### config.mk
export PLATFORM = sky130hd
export DESIGN_NAME = ladybird_mem_arbiter
export DESIGN_NICKNAME = d
export VERILOG_FILES = /design/src/rtl/ladybird_mem_arbiter.sv
export SDC_FILE = /design/constraint.sdc
export NUM_CORES = 1
export LEC_CHECK = 0
export ABC_AREA = 1
export CAP_MARGIN = 20
export CORE_AREA = 3 3 106 108
export DETAILED_ROUTE_END_ITERATION = 8
export DIE_AREA = 0 0 109 111
export GPL_TIMING_DRIVEN = 0
export PLACE_DENSITY = 0.59
export SYNTH_ARGS = -nofsm -noshare
export SYNTH_HDL_FRONTEND = slang
export SYNTH_SLANG_ARGS = --single-unit
### constraint.sdc
create_clock -name clk -period 1.7 [get_ports clk]
set_input_delay 0.34 -clock clk [delete_from_list [all_inputs] [get_ports clk]]
set_output_delay 0.34 -clock clk [all_outputs]
set_load 0.005 [all_outputs]
### src/rtl/ladybird_mem_arbiter.sv
// ladybird_mem_arbiter
// Shares a single memory port between the core's instruction-fetch (I) and
// data (D) requesters. Round-robin selection with a hold ("lock") while the
// memory stalls a presented request, in-order responses routed back through
// a small ID FIFO, and at most MAX_OUTSTANDING requests in flight.
// Optional build macro LADYBIRD_ARB_PERF_EN adds three 32-bit performance
// counters (perf_i_grants, perf_d_grants, perf_stall_cycles).

`timescale 1ns/1ps

module ladybird_mem_arbiter #(
    parameter int ADDR_W          = 32,
    parameter int DATA_W          = 32,
    parameter int MAX_OUTSTANDING = 2
) (
    input  logic                  clk,
    input  logic                  reset,
    // instruction-fetch requester
    input  logic                  i_req_valid,
    output logic                  i_req_ready,
    input  logic [ADDR_W-1:0]     i_req_addr,
    output logic                  i_resp_valid,
    output logic [DATA_W-1:0]     i_resp_data,
    // data requester
    input  logic                  d_req_valid,
    output logic                  d_req_ready,
    input  logic [ADDR_W-1:0]     d_req_addr,
    input  logic                  d_req_we,
    input  logic [DATA_W-1:0]     d_req_wdata,
    input  logic [DATA_W/8-1:0]   d_req_wstrb,
    output logic                  d_resp_valid,
    output logic [DATA_W-1:0]     d_resp_data,
    // memory port
    output logic                  m_req_valid,
    input  logic                  m_req_ready,
    output logic [ADDR_W-1:0]     m_req_addr,
    output logic                  m_req_we,
    output logic [DATA_W-1:0]     m_req_wdata,
    output logic [DATA_W/8-1:0]   m_req_wstrb,
    input  logic                  m_resp_valid,
    input  logic [DATA_W-1:0]     m_resp_data
`ifdef LADYBIRD_ARB_PERF_EN
    ,
    output logic [31:0]           perf_i_grants,
    output logic [31:0]           perf_d_grants,
    output logic [31:0]           perf_stall_cycles
`endif
);

    localparam int STRB_W = DATA_W / 8;
    localparam int PTR_W  = (MAX_OUTSTANDING > 1) ? $clog2(MAX_OUTSTANDING) : 1;
    localparam int CNT_W  = $clog2(MAX_OUTSTANDING + 1);

    typedef enum logic {
        REQ_I = 1'b0,
        REQ_D = 1'b1
    } req_id_e;

    // OPEN: free to pick a requester; LOCKED: a presented request was
    // refused by memory, so the same requester stays selected.
    typedef enum logic {
        ST_OPEN   = 1'b0,
        ST_LOCKED = 1'b1
    } arb_state_e;

    arb_state_e             r_state;
    arb_state_e             w_state_next;
    req_id_e                r_lock_id;
    req_id_e                r_rr;
    req_id_e                w_sel;

    req_id_e                r_fifo_id [MAX_OUTSTANDING];
    logic [PTR_W-1:0]       r_wr_ptr;
    logic [PTR_W-1:0]       r_rd_ptr;
    logic [CNT_W-1:0]       r_count;

    logic                   w_full;
    logic                   w_empty;
    logic                   w_sel_valid;
    logic                   w_m_valid;
    logic                   w_accept;
    logic                   w_pop;
    req_id_e                w_head_id;

    // Circular pointer advance that also works for non power-of-two depths.
    function automatic logic [PTR_W-1:0] ptr_inc(input logic [PTR_W-1:0] p);
        if (p == PTR_W'(MAX_OUTSTANDING - 1)) begin
            return '0;
        end
        return p + PTR_W'(1);
    endfunction

    // Pick the requester presented to memory this cycle.
    always_comb begin
        // NOTE: every combinational output gets a default first so no path leaves it unassigned (no latch).
        w_sel = REQ_I;
        if (r_state == ST_LOCKED) begin
            w_sel = r_lock_id;
        end else if (i_req_valid && !d_req_valid) begin
            w_sel = REQ_I;
        end else if (d_req_valid && !i_req_valid) begin
            w_sel = REQ_D;
        end else if (i_req_valid && d_req_valid) begin
            w_sel = r_rr;
        end
    end

    assign w_full      = (r_count == CNT_W'(MAX_OUTSTANDING));
    assign w_empty     = (r_count == '0);
    assign w_sel_valid = (w_sel == REQ_D) ? d_req_valid : i_req_valid;

    // Reset gates the handshake outputs directly so they read 0 from the
    // very first reset cycle, before any state has been cleared.
    assign w_m_valid = !reset && w_sel_valid && !w_full;
    assign w_accept  = w_m_valid && m_req_ready;

    // A response with nothing outstanding is stale (e.g. pre-reset) and dropped.
    assign w_pop     = !reset && m_resp_valid && !w_empty;
    assign w_head_id = r_fifo_id[r_rd_ptr];

    assign m_req_valid = w_m_valid;
    assign i_req_ready = w_accept && (w_sel == REQ_I);
    assign d_req_ready = w_accept && (w_sel == REQ_D);

    // Forward the selected requester's payload; I fetches are plain reads.
    always_comb begin
        m_req_addr  = i_req_addr;
        m_req_we    = 1'b0;
        m_req_wdata = '0;
        m_req_wstrb = '0;
        if (w_sel == REQ_D) begin
            m_req_addr  = d_req_addr;
            m_req_we    = d_req_we;
            m_req_wdata = d_req_wdata;
            m_req_wstrb = d_req_wstrb;
        end
    end

    // Route the memory response to whoever issued the oldest outstanding request.
    assign i_resp_valid = w_pop && (w_head_id == REQ_I);
    assign d_resp_valid = w_pop && (w_head_id == REQ_D);
    assign i_resp_data  = m_resp_data;
    assign d_resp_data  = m_resp_data;

    // Lock state transitions: hold the selection across a memory stall.
    always_comb begin
        w_state_next = r_state;
        case (r_state)
            ST_OPEN: begin
                if (w_m_valid && !m_req_ready) begin
                    w_state_next = ST_LOCKED;
                end
            end
            ST_LOCKED: begin
                if (w_accept) begin
                    w_state_next = ST_OPEN;
                end
            end
            default: w_state_next = ST_OPEN;
        endcase
    end

    // Arbitration state: lock, locked requester and round-robin pointer.
    always_ff @(posedge clk) begin
        // NOTE: state registers use non-blocking assignments so every flop samples pre-edge values.
        if (reset) begin
            r_state   <= ST_OPEN;
            r_lock_id <= REQ_I;
            r_rr      <= REQ_I;
        end else begin
            r_state <= w_state_next;
            if (r_state == ST_OPEN && w_state_next == ST_LOCKED) begin
                r_lock_id <= w_sel;
            end
            if (w_accept) begin
                r_rr <= (w_sel == REQ_I) ? REQ_D : REQ_I;
            end
        end
    end

    // ID FIFO control: pointers and occupancy.
    always_ff @(posedge clk) begin
        if (reset) begin
            r_wr_ptr <= '0;
            r_rd_ptr <= '0;
            r_count  <= '0;
        end else begin
            if (w_accept) begin
                r_wr_ptr <= ptr_inc(r_wr_ptr);
            end
            if (w_pop) begin
                r_rd_ptr <= ptr_inc(r_rd_ptr);
            end
            case ({w_accept, w_pop})
                2'b10:   r_count <= r_count + CNT_W'(1);
                2'b01:   r_count <= r_count - CNT_W'(1);
                default: r_count <= r_count;
            endcase
        end
    end

    // ID FIFO storage: record which requester each accepted request belongs to.
    always_ff @(posedge clk) begin
        // NOTE: storage is not reset; the count/pointers define which entries are live.
        if (w_accept) begin
            r_fifo_id[r_wr_ptr] <= w_sel;
        end
    end

`ifdef LADYBIRD_ARB_PERF_EN
    logic [31:0] r_perf_i;
    logic [31:0] r_perf_d;
    logic [31:0] r_perf_stall;

    // Performance counters: grants per side and cycles with demand but no grant.
    always_ff @(posedge clk) begin
        if (reset) begin
            r_perf_i     <= '0;
            r_perf_d     <= '0;
            r_perf_stall <= '0;
        end else begin
            if (w_accept && w_sel == REQ_I) begin
                r_perf_i <= r_perf_i + 32'd1;
            end
            if (w_accept && w_sel == REQ_D) begin
                r_perf_d <= r_perf_d + 32'd1;
            end
            if ((i_req_valid || d_req_valid) && !w_accept) begin
                r_perf_stall <= r_perf_stall + 32'd1;
            end
        end
    end

    assign perf_i_grants     = r_perf_i;
    assign perf_d_grants     = r_perf_d;
    assign perf_stall_cycles = r_perf_stall;
`endif

endmodule

Word-level counts from Yosys, hierarchy flattened

Memory sizes are Yosys's and may differ from the RTL's. A register that Yosys moved wholly into a read port is not among the register bits.
Cells that the tools add are included.
W data, S select, Z words.

Bits in registers: 7
Bits in writable memories: 2
Input port bits: 139
Output and inout bits: 138
Word-level logic and storage cells: 67
Memories kept: 1

Memory list:

| name      | words | width | rd ports | clocked after Yosys merged registers in | wr ports | RTL line | RTL |
|---|---|---|---|---|---|---|---|
| r_fifo_id | 2     | 1     | 1        | 1                                       | 1        | 72       | `req_id_e r_fifo_id [MAX_OUTSTANDING];` |

Add/subtract/negate cells: 4
Equality and inequality tests: 3
Mux-type cells: 28
Bitwise gates (word level): 3
Reductions and logical operators: 22

Operators with widths:

| kind                  | count |
|---|---|
| $mux W32              | 2 |
| $mux W1               | 23 |
| $logic_and A1 B1 Y1   | 14 |
| $logic_not A1 Y1      | 6 |
| $eq A2 B2 Y1 const B  | 2 |
| $mux W4               | 1 |
| $pmux W2 S2           | 1 |
| $not A1 Y1            | 3 |
| $add A1 B1 Y1 const B | 2 |
| $add A2 B1 Y2 const B | 1 |
| $eq A2 B1 Y1 const B  | 1 |
| $logic_not A2 Y1      | 1 |
| $pmux W1 S2           | 1 |
| $reduce_bool A2 Y1    | 1 |
| $sub A2 B1 Y2 const B | 1 |

Logic depth before layout (Yosys ltp)

Depth in word-level cells: 12
Mapped depth: 10
Gate-level depth less buffers: 10

Worst setup path before layout

Ideal clock, no wire load.

Path type: input to register
From: input port reset
To: register r_count[1]
Library setup time: 0.116 ns
Data arrival time: 1.408 ns
Data required time: 1.584 ns
Slack: 0.176 ns
Stages on the path: 9
Buffers on the path: 1
Cell sequence: buf_6 -> inv_2 -> nand2_1 -> nor2_2 -> nand3_2 -> ha_1 -> nor2_1 -> and3_1 -> nor3_1

Word-level cells in the longest chain between the ends: 6
Elaborated cells on any way between the ends: 10
Those cells by class: 2 x eq/ne; 1 x mux; 7 x reduce/logical

RTL lines:

| element                                           | RTL line | RTL |
|---|---|---|
| start: declaration                                | 17       | `input logic reset,` |
| $logic_not A1 Y1                                  | 114, 118 |  |
| $logic_and A1 B1 Y1 (2 in a row)                  | 114      | `assign w_m_valid = !reset && w_sel_valid && !w_full;` |
| $logic_and A1 B1 Y1                               | 115      | `assign w_accept = w_m_valid && m_req_ready;` |
| $eq A2 B1 Y1 or $eq A2 B2 Y1 (tied branches)      | 194      | `case ({w_accept, w_pop})` |
| $pmux W2 S2 or $reduce_bool A2 Y1 (tied branches) | --       |  |
| end signal: assignment                            | 195      | `2'b10: r_count <= r_count + CNT_W'(1);` |
| end signal: assignment                            | 196      | `2'b01: r_count <= r_count - CNT_W'(1);` |
| end signal: assignment                            | 197      | `default: r_count <= r_count;` |
| end: declaration                                  | 75       | `logic [CNT_W-1:0] r_count;` |

Several ways; a longest one is shown, not always the timed one.
A chain may end at the register's enable or synchronous reset.

Worst setup path in the final report

From: register r_state
To: output port m_req_wdata[10]

Word-level cells in the longest chain between the ends: 2

RTL lines:

| element                  | RTL line | RTL |
|---|---|---|
| start: declaration       | 66       | `arb_state_e r_state;` |
| start signal: assignment | 171      | `r_state <= w_state_next;` |
| $mux W1                  | 97       | `if (r_state == ST_LOCKED) begin` |
| $mux W32                 | 131      | `if (w_sel == REQ_D) begin` |
| end: declaration         | 38       | `output logic [DATA_W-1:0] m_req_wdata,` |

No other way between the ends.

==> metrics.yaml <==
vdd.ir_drop.worst_mv: 0.226
io_buffer_count: 243
design.die.area_um2: 12100
fraction_of_the_mapped_netlist_area_in_compound_gates_pct: 2.35
worst-r2r-setup-slack_ns: 0.06
worstPathRequired_ns: 1.36
final_max_slew_viol_count: 0
hp_class: "in -> reg"
synth.area.mux_share_pct: 0
worst_slack_ns: -0.108
synth_edf_count: 2
post_route_cells_drive_above_1_share_pct: 37.8
timing.rr.start: "r_count[0]"
intPower_uw: 1180
chipWidth_um: 109
totalNegativeSetupSlack_ns: -2.60
finalCritPeriodShare_pct: 106
core_region_area_um2: 10300
cts_sinks: 10
crit_arrival_ns: 1.47
grt_use_total_pct: 13.9
grt_pass1_vias: 2818
vertical_die_dimension_um: 111
row_count: 37
total_switching_power_uw: 560
grt_max_degree: 11
main_flop_type_after_synthesis: "dfxtp_1"
hpwl_um: 7980
cts_root_buffer: "clkbuf_8"
timing_worst_setup_path_type: "reg -> out"
p_leak_uw: 0.00245
netlist.top_cell.by_area: "buf_4"
wl_um: 9570
power_frac_comb_pct: 69.6
drtIter0Drc: 53
synth_area_leaders: "buf_4, nand2_1, inv_1, nor2_1, dfxtp_1"
syn2layout_area_growth_pct: 171
failing_checks: "setup timing"
grt_pass1_wl_um: 13500
drtAntennaViolNets: 0
multi_input_comb_area_um2: 948
cts.reportedPaths.clkPinSlew_ns: 0.05
synth.cells.most_frequent: "nand2_1, buf_4, inv_1, nor2_1, buf_2"
final-hold-violation-count: 0
tritoncts: "done"
fin_total_pwr_uw: 1740
combinational_family_with_the_most_area_after_synthesis: "buffers and inverters"
startpoint_type: "flop"
postSynthAreaPerCell_um2: 5.37
synth-xor-area-share_pct: 0.515
yosysWarningCount: 0
synth_most_common_cell: "nand2_1"
synth_adder_area_share_pct: 0.735
synth_seq_area_share_pct: 12.9
slew-limit-headroom_pct: 84.0
nets: 726
drt_first_pass_iters: 4
layout.area.seq_um2: 230
drt_drc_violations_left: 0
post_drt_wl_per_cell_um: 13.3
antenna_violations_before_repair: 0
synth_area_um2: 1700
max-clock-path-buffers: 2
clock.fmax_ghz: 0.553
worst_r2r_path_depth: 10
post-route-min-period_ns: 1.81
sequential_power_share_pct: 16.1
yosysUniqueCellTypes: 24
worstSkewPairLatency_ns: 0.23
finalClockSkew_ns: 0.000925
setup_viol_count_final: 64
hp-start: "reset"
power.share.clock_pct: 14.2
cp_max_fo: 7
grt_overflow_total: 0
cts_max_level: 1
synthDominantCellAreaShare_pct: 28.7
min_delay_path_depth: 2
worst_hold_path.endpoint: "r_count[1]"
synth-async-reset-ratio_pct: 0
synth_simple_gate_area_share_pct: 39.3
postSynthRegisterBits: 10
n_antenna_cell: 0
pwr_density_cell_nw_per_um2: 378
worstMarginPinSlew_ns: 0.238
switching_share_pct: 32.1
routabilityCongestion: 0.781
crit-reg2reg-capture: "r_count[1]"
vias: 2733
numCtsBuffers: 3
unrepaired_setup_endpoints_after_global_routing: "yes"
maxCapViolations: 0
critical_path.endpoint_type: "output pin"
synthCells: 317
ioPinCount: 277
route.detailed.vias_per_inst: 3.79
pre_cts_ws_ns: -0.843
final.fill_count: 1075
initial_core_util_pct: 16.5
synth_fp_nets: 457
run_status: "complete, but fails checks"
==> metrics by stage <==
step	util, %	instances	hold slack, ns	area, µm²
finish	44.6	721	0.299	4610
global route	44.6	721	0.313	4610
CTS	44.4	716	0.290	4590
detailed placement	41.7	696	0.460	4300
global placement	41.7	696	0.452	4300
floorplan	-	317	0.442	1700
==> repair_timing <==
| action | in CTS | in global routing |
|---|---|---|
| buffers inserted | 15 | 12 |
| pin swaps | 4 | 10 |
| resized for setup | 204 | 151 |
| setup endpoints to repair | 76 | 74 |
| hold buffers | 0 | 0 |
| gates cloned | 1 | 2 |
==> layout by cell type, fill, tap and decap left out, types with 2 or more instances in the layout <==
cell type and count:
clkdlybuf4s50_1 166, nand2_1 97, buf_4 81, inv_1 48
buf_2 38, nor2_1 27, clkbuf_2 20, nor2_2 13
nor2_4 12, buf_6 11, nand2_2 8, clkdlybuf4s15_2 7
dlymetal6s2s_1 6, inv_2 4, buf_8 4, a21oi_1 4
dfxtp_1 4, nand2_4 3, clkbuf_8 3, dlygate4sd2_1 3
nand3_4 2, o21ai_0 2, dfxtp_4 2, dfxtp_2 2
edfxtp_1 2
==> layout make-up <==
cell class	count	area share (%)
Buffer	69	11.7
Multi-Input combinational cell	178	20.6
Clock inverter	1	0.0815
Timing Repair Buffer	270	53.3
Clock buffer	3	0.896
Sequential cell	10	5.00
Inverter	54	4.72
Tap cell	136	3.69
==> registers in the layout, indices dropped and copies added (netlist names), named ones only <==
name and count:
r_wr_ptr 1, r_rd_ptr 1, r_count 2, r_state 1, r_rr 1, r_lock_id 1
r_fifo_id 2
==> cells by family after synthesis <==
logic type | after synthesis
buffers and inverters | 129
AND/OR/NAND/NOR | 168
AO/OA/AOI/OAI | 8
XOR/XNOR | 1
flip-flops | 10
adder cells (fa/ha/maj) | 1
==> power groups by stage <==
stage          combinational, µW  clock (µW)  sequential (µW)
2_1_floorplan                389           0              274
3_3_place_gp                1140           0              276
3_5_place_dp                1150           0              277
4_1_cts                     1210         255              276
5_1_grt                     1320         267              283
6_report                    1210         248              281
==> worst max-delay path by stage <==
stage / slack (ns) / from / depth (start not counted) / to
after detailed placement: -0.84 / d_req_valid / 9 / m_req_wdata[9]
after global placement: -0.83 / d_req_valid / 9 / m_req_wdata[9]
after global routing: -0.17 / r_state / 8 / m_req_wdata[10]
after CTS: -0.44 / r_state / 7 / m_req_addr[26]
after floorplan: 0.18 / reset / 9 / r_count[1]
final: -0.11 / r_state / 8 / m_req_wdata[10]
==> critical path, cell delays in order (launching register included) <==
cell	delay (ns)
dfxtp_4	0.37
nor2_4	0.11
nand2_4	0.08
nand2_8	0.10
clkinv_8	0.08
buf_8	0.13
clkbuf_16	0.16
nor2_4	0.08
buf_2	0.12
==> routing by layer <==
| metal | track usage (%) | wire length, µm | vias to the layer above | part of all wire (%) |
|---|---|---|---|---|
| li1 | - | - | 1378 | - |
| met4 | 1.85 | 82 | 0 | 0.86 |
| met3 | 5.24 | 1310 | 8 | 14 |
| met2 | 28.7 | 5180 | 168 | 54 |
| met1 | 12.5 | 3000 | 1179 | 31 |
| met5 | 0 | 0 | - | 0 |
Note: power is estimated with default switching activity, not from simulation.
==> RTL edit (same settings) <==
The parameter `DATA_W` goes from 32 to 16.
--- a/src/rtl/ladybird_mem_arbiter.sv
+++ b/src/rtl/ladybird_mem_arbiter.sv
@@ -10,7 +10,7 @@
 
 module ladybird_mem_arbiter #(
     parameter int ADDR_W          = 32,
-    parameter int DATA_W          = 32,
+    parameter int DATA_W          = 16,
     parameter int MAX_OUTSTANDING = 2
 ) (
     input  logic                  clk,
Ports: changed (7 resized); port bits go from 277 to 193. No check against the original RTL was run, so the function may have changed too.
==> RTL edit against the original RTL <==
The flow still finishes with violations (negative setup slack); area after synthesis shrank 22%; fmax shrank 4.4%; wire length shrank 30%; sequential cell count is the same; worst setup slack lost 84 ps; total power shrank 8.6%; combinational power shrank 12%; count of clock-buffer cells in the layout is the same; critical path depth grew 3; cell area shrank 17%; die area is the same; critical endpoint is now m_req_addr[16]; largest cell class unchanged; largest power group unchanged.
==> RTL edit: results (changes against the original RTL) <==
* Met1 GRT Util at 8.99% (was 12.5%)
* Port-buffer cells at 175 (was 243)
* # resized after CTS at 266 (was 204)
* Count of non-CTS buffers in the layout at 249 (was 339)
* Syn Nets at 353 (was 457)
* RR Startpoint: r_state$_SDFF_PP0_ (was r_count[0]$_SDFFE_PP0P_)
* Met2 Use GR at 18.5% (was 28.7%)
* Data buffer area share at 61.3% (was 65.0%)
* Yosys cell types at 23 (was 24)
* Vias in the first global route at 2,112 (was 2,818)
* Fin worst setup slack at -192 ps (was -108 ps)
* Setup TNS at -5630 ps (was -2600 ps)
* Initial antenna violation count at 0 (unchanged)
* Fraction of area in multi-input gates at 23.3% (was 20.6%)
* Largest net degree at the start of global routing at 12 (was 11)
* Routed WL at 6670 µm (was 9570 µm)
* Final Wtd Congestion at 0.745 (was 0.781)
* Fin nets at 566 (was 726)
* Setup bufs post-CTS at 27 (was 15)
* Synth top cells by count: nand2_1 (106), buf_4 (35), inv_1 (32) (was nand2_1 (106), buf_4 (65), inv_1 (50), nor2_1 (50), buf_2 (9))
* Logic inverters at 36 (was 54)
* Failing checks: negative setup slack (unchanged)
* Clock network area share at 1.18% (was 0.977%)
* Final Setup Violations at 54 (was 64)
* R2R Setup Slk at -70 ps (was 60 ps)
* Hold Startpoint: reset (unchanged)
* Dpl cell area at 0.00325 mm² (was 0.00430 mm²)
* Vias/cell at 3.68 (was 3.79)
* Sink of the worst hold path: r_rr$_SDFFE_PP0N_ (was r_count[1]$_SDFFE_PP0P_)
* Tot GR Track Use at 9.21% (was 13.9%)
* Data arrival, critical path at 1550 ps (was 1470 ps)
* First-pass GRT wire length at 9210 µm (was 13,500 µm)
* Post-synthesis sequential area ratio at 16.5% (was 12.9%)
* Met3 Resource Use GR at 2.56% (was 5.24%)
* Multi-Input Combinational at 160 (was 178)
* Leak Pwr at 1.94 nW (was 2.45 nW)
* R2R cell count at 12 (was 10)
* Slew headroom at 79.5% (was 84.0%)
* Outcome: finished, violations left (unchanged)
* Crit Path Max Fanout at 5 (was 7)
* Post-DP HPWL at 5050 µm (was 7980 µm)
* Iteration-0 DRC Markers at 66 (was 53)
* Pre-Repair DR Iteration Count at 4 (unchanged)
* Fillers at 1,069 (was 1,075)
* Sequential cell area at 229 µm² (was 230 µm²)
* Synth top area cells: nand2_1 (30%), buf_4 (20%), dfxtp_1 (12%), inv_1 (9.0%), nor2_1 (8.7%) (was buf_4 (29%), nand2_1 (23%), inv_1 (11%), nor2_1 (11%), dfxtp_1 (9.4%))
* Worst Setup EP: m_req_addr[16] (was m_req_wdata[10])
* Final Skew at 1.62 ps (was 0.925 ps)
* Share of cells above drive strength 1 at 41.6% (was 37.8%)
[RTL edit: per-stage QoR]
step                util, %  cells  setup WS [ps]  hold WS [ps]
floorplan                 -    247            172           442
global placement       31.5    558           -824           452
detailed placement     31.5    558           -838           455
CTS                    35.7    592           -207           287
global route           37.0    595           -276           302
finish                 37.0    595           -192           295
[RTL edit: power breakdown]
part           switching [W]  internal (W)
Combinational       0.000392      0.000672
Clock              0.0000941      0.000158
Sequential         0.0000150      0.000261
Total               0.000501       0.00109
[RTL edit: logic make-up after synthesis]
logic type / after synthesis / synth area share [%]
compound gates: 8 / 3.01
xor+xnor: 1 / 0.658
fa+ha+maj: 1 / 0.940
buf+inv: 77 / 32.7
flops: 10 / 16.5
simple gates: 150 / 46.1
[RTL edit: per-layer routing]
metal | share of wire (%) | wire, µm
met4 | 0.60 | 40
met2 | 52 | 3470
met5 | 0 | 0
met1 | 34 | 2270
met3 | 13 | 884
